==> src/rtl/lfsr_rng_if.sv <==
// Request/valid bundle between the game controller and the LFSR random number generator.
// Master drives requests and seeding; slave returns the draw, status and raw LFSR state.
interface lfsr_rng_if #(
  parameter int WIDTH     = 16,
  parameter int OUT_WIDTH = 12
);
  logic                 req;
  logic [OUT_WIDTH-1:0] limit;
  logic                 free_run;
  logic                 seed_load;
  logic [WIDTH-1:0]     seed_value;
  logic [OUT_WIDTH-1:0] rnd;
  logic                 valid;
  logic                 busy;
  logic [WIDTH-1:0]     state_out;

  modport master (
    output req, limit, free_run, seed_load, seed_value,
    input  rnd, valid, busy, state_out
  );

  modport slave (
    input  req, limit, free_run, seed_load, seed_value,
    output rnd, valid, busy, state_out
  );
endinterface

==> src/rtl/lfsr_rng.sv <==
// Galois-LFSR random number generator: draws uniform values in [0, limit) by
// rejection sampling, with seed loading and a free-running entropy mode between draws.
module lfsr_rng #(
  parameter int             WIDTH     = 16,
  parameter logic [WIDTH-1:0] TAPS    = 16'hB400,
  parameter int             OUT_WIDTH = 12,
  parameter int             STEPS     = 16
) (
  input  logic       clock,
  input  logic       reset,
  lfsr_rng_if.slave  bus
);
  localparam int CW = (STEPS > 1) ? $clog2(STEPS) : 1;
  localparam logic [CW-1:0] LAST_STEP = CW'(STEPS - 1);

  typedef enum logic [1:0] {IDLE, SHIFT, CHECK} state_t;

  state_t               state_reg, state_next;
  logic [WIDTH-1:0]     lfsr_reg, lfsr_next;
  logic [CW-1:0]        cnt_reg, cnt_next;
  logic [OUT_WIDTH-1:0] limit_reg, limit_next;
  logic [OUT_WIDTH-1:0] mask_reg, mask_next;
  logic [OUT_WIDTH-1:0] rnd_reg, rnd_next;
  logic                 valid_reg, valid_next;
  logic                 busy_reg, busy_next;

  logic [WIDTH-1:0]     lfsr_step;
  logic [OUT_WIDTH-1:0] candidate;
  logic                 accept;

  // One Galois step: shift right, fold the TAPS mask in when the outgoing bit is 1.
  genvar gi;
  generate
    for (gi = 0; gi < WIDTH - 1; gi++) begin : g_step
      assign lfsr_step[gi] = lfsr_reg[gi+1] ^ (TAPS[gi] & lfsr_reg[0]);
    end
  endgenerate
  assign lfsr_step[WIDTH-1] = TAPS[WIDTH-1] & lfsr_reg[0];

  // Smallest 2^k-1 covering limit-1; limit 0 wraps to all ones, i.e. full range.
  function automatic logic [OUT_WIDTH-1:0] mask_of(input logic [OUT_WIDTH-1:0] lim);
    logic [OUT_WIDTH-1:0] m;
    m = lim - OUT_WIDTH'(1);
    for (int i = 1; i < OUT_WIDTH; i++) begin
      m = m | (m >> i);
    end
    return (lim == '0) ? '1 : m;
  endfunction

  assign candidate = lfsr_reg[OUT_WIDTH-1:0] & mask_reg;
  assign accept    = (limit_reg == '0) || (candidate < limit_reg);

  always_comb begin
    state_next = state_reg;
    lfsr_next  = lfsr_reg;
    cnt_next   = cnt_reg;
    limit_next = limit_reg;
    mask_next  = mask_reg;
    rnd_next   = rnd_reg;
    valid_next = 1'b0;
    busy_next  = busy_reg;

    if (bus.seed_load) begin
      // An all-zero seed would lock the LFSR, so it is replaced by all ones.
      lfsr_next  = (bus.seed_value == '0) ? '1 : bus.seed_value;
      state_next = IDLE;
      busy_next  = 1'b0;
      cnt_next   = '0;
    end else begin
      case (state_reg)
        IDLE: begin
          busy_next = 1'b0;
          if (bus.req) begin
            limit_next = bus.limit;
            mask_next  = mask_of(bus.limit);
            cnt_next   = '0;
            busy_next  = 1'b1;
            state_next = SHIFT;
          end else if (bus.free_run) begin
            lfsr_next = lfsr_step;
          end
        end
        SHIFT: begin
          lfsr_next = lfsr_step;
          if (cnt_reg == LAST_STEP) begin
            cnt_next   = '0;
            state_next = CHECK;
          end else begin
            cnt_next = cnt_reg + 1'b1;
          end
        end
        CHECK: begin
          if (accept) begin
            rnd_next   = candidate;
            valid_next = 1'b1;
            busy_next  = 1'b0;
            state_next = IDLE;
          end else begin
            cnt_next   = '0;
            state_next = SHIFT;
          end
        end
        default: begin
          state_next = IDLE;
          busy_next  = 1'b0;
        end
      endcase
    end
  end

  always_ff @(posedge clock) begin
    if (reset) begin
      state_reg <= IDLE;
      lfsr_reg  <= '1;
      cnt_reg   <= '0;
      limit_reg <= '0;
      mask_reg  <= '0;
      rnd_reg   <= '0;
      valid_reg <= 1'b0;
      busy_reg  <= 1'b0;
    end else begin
      state_reg <= state_next;
      lfsr_reg  <= lfsr_next;
      cnt_reg   <= cnt_next;
      limit_reg <= limit_next;
      mask_reg  <= mask_next;
      rnd_reg   <= rnd_next;
      valid_reg <= valid_next;
      busy_reg  <= busy_next;
    end
  end

  assign bus.rnd       = rnd_reg;
  assign bus.valid     = valid_reg;
  assign bus.busy      = busy_reg;
  assign bus.state_out = lfsr_reg;
endmodule
==> src/flat_wrapper.sv <==
// flat-port wrapper written by rule: the top's interface ports become plain ports
module lfsr_rng_flat 
#(
  parameter int             WIDTH     = 16,
  parameter logic [WIDTH-1:0] TAPS    = 16'hB400,
  parameter int             OUT_WIDTH = 12,
  parameter int             STEPS     = 16
)
  (clock, reset, bus_req, bus_limit, bus_free_run, bus_seed_load, bus_seed_value, bus_rnd, bus_valid, bus_busy, bus_state_out);
  lfsr_rng_if #(.WIDTH(WIDTH), .OUT_WIDTH(OUT_WIDTH)) bus_i ();
  input  logic clock;
  input  logic reset;
  input wire logic [$bits(bus_i.req)-1:0] bus_req;
  input wire logic [$bits(bus_i.limit)-1:0] bus_limit;
  input wire logic [$bits(bus_i.free_run)-1:0] bus_free_run;
  input wire logic [$bits(bus_i.seed_load)-1:0] bus_seed_load;
  input wire logic [$bits(bus_i.seed_value)-1:0] bus_seed_value;
  output wire logic [$bits(bus_i.rnd)-1:0] bus_rnd;
  output wire logic [$bits(bus_i.valid)-1:0] bus_valid;
  output wire logic [$bits(bus_i.busy)-1:0] bus_busy;
  output wire logic [$bits(bus_i.state_out)-1:0] bus_state_out;
  assign bus_i.req = bus_req;
  assign bus_i.limit = bus_limit;
  assign bus_i.free_run = bus_free_run;
  assign bus_i.seed_load = bus_seed_load;
  assign bus_i.seed_value = bus_seed_value;
  assign bus_rnd = bus_i.rnd;
  assign bus_valid = bus_i.valid;
  assign bus_busy = bus_i.busy;
  assign bus_state_out = bus_i.state_out;
  lfsr_rng #(.WIDTH(WIDTH), .TAPS(TAPS), .OUT_WIDTH(OUT_WIDTH), .STEPS(STEPS)) u_core (.clock(clock), .reset(reset), .bus(bus_i));
endmodule
==> config.mk <==
export PLATFORM = sky130hd
export DESIGN_NAME = lfsr_rng_flat
export DESIGN_NICKNAME = d
export VERILOG_FILES = /design/src/rtl/lfsr_rng_if.sv /design/src/rtl/lfsr_rng.sv /design/src/flat_wrapper.sv
export SDC_FILE = /design/constraint.sdc
export NUM_CORES = 1
export LEC_CHECK = 0
export BUFFER_PORTS_ARGS = -buffer_cell sky130_fd_sc_hd__buf_2
export CAP_MARGIN = 20
export CORE_AREA = 5 5 86 88
export CTS_CLUSTER_DIAMETER = 120
export DETAILED_ROUTE_END_ITERATION = 7
export DIE_AREA = 0 0 91 93
export PLACE_DENSITY = 0.72
export SYNTH_ARGS = -nofsm -noshare
export SYNTH_HDL_FRONTEND = slang
export SYNTH_SLANG_ARGS = --single-unit
==> constraint.sdc <==
create_clock -name clock -period 2.9 [get_ports clock]
set_clock_uncertainty 0.2 [all_clocks]
set_input_delay 0.87 -clock clock [delete_from_list [all_inputs] [get_ports clock]]
set_output_delay 0.87 -clock clock [all_outputs]
set_load 0.02 [all_outputs]
==> run metrics <==
outcome=finished clean; first-pass GRT wire length=13500 um; hold_buf cts=0; leakage power=1.67 nW; clk_lat worst skew=0.34 ns; Final Critical Period=2.75 ns; n_diodes=0; Post-CTS Resized=0; Hold Fails Final Rpt=0; Clk pwr share=36.0%; cell taking the most area after synthesis=dfxtp_1; ys flop type=dfxtp_1; Layout area overhead=19.1%; Detailed Route Iter0 Violations=164; hold path startpoint=u_core.limit_reg[9]; top cell type's share of synthesized area=37.6%; Final Total Pwr=1.96 mW; Yosys reg bits=60; combinational share of power=18.0%; timing-limited maximum frequency=0.363 GHz; number of global-route vias before repair=2808; CTS sink cnt=60; Nets=497; Worst R2R Setup Slack=0.15 ns; Synth Area per Inst=8.41 um2; post-route ant nets=0; postcts setup bufs=0; core area=6570 um2; share of layout cells above drive strength 1=23.6%; detailed-route DRC error count=0; largest net degree at the start of global routing=33; sequential share of the synthesized area=37.6%; fin crit share=94.9%; P_int=1.41 mW; CTS tree=done; WL final=8090 um; Area contributors post-synth=dfxtp_1 38%, nor2_1 6.3%, ha_1 5.9%; Sequential Power Share=46.0%; Sw Ratio=28.0%; root buffer cell=clkbuf_8; Pre-antenna DRT Iters=4; max-slew violations=0; max_cap viols=0; Switch Pwr=0.549 mW; Relative slew margins=52.2%; width of the die=91 um; synthesized area=3200 um2; critical path required time=2.90 ns; EDFF count, synth=0; gpl congestion=0.910; Critical Path AT=2.75 ns; setup TNS=0 ns; Setup crit end kind=register; Setup Slack @ Placement=-0.0647 ns; Distinct cells, synth=57; DR vias=2995; Startpoint Class=register; Yosys Warn Count=0; routed len/inst=15.2 um; Hold WC Path Type=reg2reg; fraction of registers with async set/reset=0%; Max H-tree Level=3; Synthesized Nets=428; synthesized instance count=380; initial antenna violation count=0; HPWL after DPL=6170 um; gr usage total=19.6%; PD cells=515 nW/um2; Least-Margin Pin Slew=0.717 ns; Vias/cell=5.62; IO Count=63; Die Ht=93 um; final setup fails=0; unrepaired setup endpoints after global routing=no; worst r2r src=u_core.bus.state_out[10]; Setup crit start=u_core.bus.state_out[10]; max reg flops=16; fillers=588; final setup margin=0.148 ns; GRT overflow=0; WS Path Type=reg2reg; initial cell density of the core=48.6%; critical-path maximum fanout=12; clock-pin slew on the worst setup and hold paths=0.06 ns; Inserted Clock Buffers=9; buffers added on ports=62; Max VDD drop=241 uV; CTS max path bufs=2; row cnt=30; die area=8460 um2
[Yosys cell counts (all sizes together) (2+ instances only)]
master / instances
o31ai: 2
dfxtp: 60
clkbuf: 12
nand3: 7
o21ai: 9
ha: 15
nand4: 2
or3: 3
xor2: 5
a211oi: 8
nor2: 54
a211o: 16
nand2b: 4
and2: 13
nand2: 35
a2111oi: 2
a21oi: 20
nor4: 8
dlygate4sd1: 2
o221ai: 2
buf: 7
xnor2: 4
inv: 19
o22ai: 16
mux2i: 12
o21a: 3
nor2b: 2
nor4b: 4
a22o: 2
nor3: 9
or2: 3
and4: 3
and3: 2
or4: 2
[cell usage in the layout, fill, tap and decap left out, types with 2 or more instances in the layout]
master / count
a2111oi_0: 2
a211o_1: 16
a211oi_1: 5
a211oi_2: 3
a21oi_1: 20
and2_1: 12
and4_1: 2
buf_2: 62
buf_4: 17
clkbuf_8: 13
dfxtp_1: 60
ha_1: 15
inv_1: 19
mux2i_1: 12
nand2_1: 35
nand2b_1: 4
nand3_1: 7
nand4_1: 2
nor2_1: 53
nor2b_1: 2
nor3_1: 7
nor3_2: 2
nor4_1: 7
nor4b_1: 4
o21a_1: 3
o21ai_0: 9
o221ai_1: 2
o22ai_1: 16
o31ai_1: 2
or2_2: 2
or3_1: 3
or4_1: 2
xnor2_1: 4
xor2_1: 5
[layout make-up]
type	instances	area, um2	share of cell area (%)
clock buffer	14	183	4.80
tap	80	100	2.63
inverter	19	71.3	1.87
timing repair buffer	79	438	11.5
sequential	60	1200	31.6
clock inverter	1	5.00	0.131
multi-input combinational	280	1810	47.5
[final timing paths]
path,end,cells past startpoint
min,u_core.limit_reg[9],2
max reg2reg,u_core.bus.rnd[7],8
max,u_core.bus.rnd[7],8
min reg2reg,u_core.limit_reg[9],2
[stage by stage]
stage | hold slack (ns) | utilization (%) | area, um2 | instances
after floorplan | 0.249 | - | 3200 | 380
after global placement | 0.261 | 55.1 | 3620 | 518
after detailed placement | 0.268 | 55.1 | 3620 | 518
after CTS | 0.277 | 57.9 | 3810 | 533
after global routing | 0.297 | 57.9 | 3810 | 533
final | 0.275 | 57.9 | 3810 | 533
[power groups by stage]
stage          combinational, mW  clock (mW)  sequential (mW)
4_1_cts                    0.350       0.713            0.902
2_1_floorplan              0.210           0            0.934
3_3_place_gp               0.340           0            0.919
6_report                   0.353       0.706            0.902
3_5_place_dp               0.347           0            0.920
5_1_grt                    0.390       0.761            0.908
[worst max-delay path, stage by stage (launching register included)]
cell	delay, ns
dfxtp_1	0.34
and2_1	0.23
ha_1	0.33
and4_1	0.23
nand2_1	0.07
a211oi_1	0.27
o31a_1	0.63
mux2i_1	0.27
nor2_1	0.05
[metal layers]
metal	up-vias	wire [um]	share of wire, %	GRT usage (%)
met4	0	128	1.6	5.99
met3	11	485	6.0	5.23
met1	1402	3610	45	25.3
met5	-	0	0	0
li1	1501	-	-	-
met2	81	3870	48	31.9
[cells by family (layout without fill, tap and decap cells)]
kind of cell / Yosys count / count (layout) / synth area share (%)
AO/OA/AOI/OAI: 89 / 89 / 19.7
XOR/XNOR: 9 / 9 / 2.47
adder cells (fa/ha/maj): 15 / 15 / 5.87
buffers and inverters: 40 / 113 / 5.91
flip-flops: 60 / 60 / 37.6
multiplexers: 12 / 12 / 3.76
AND/OR/NAND/NOR: 155 / 155 / 24.7
Power figures use the tool's default switching activity.
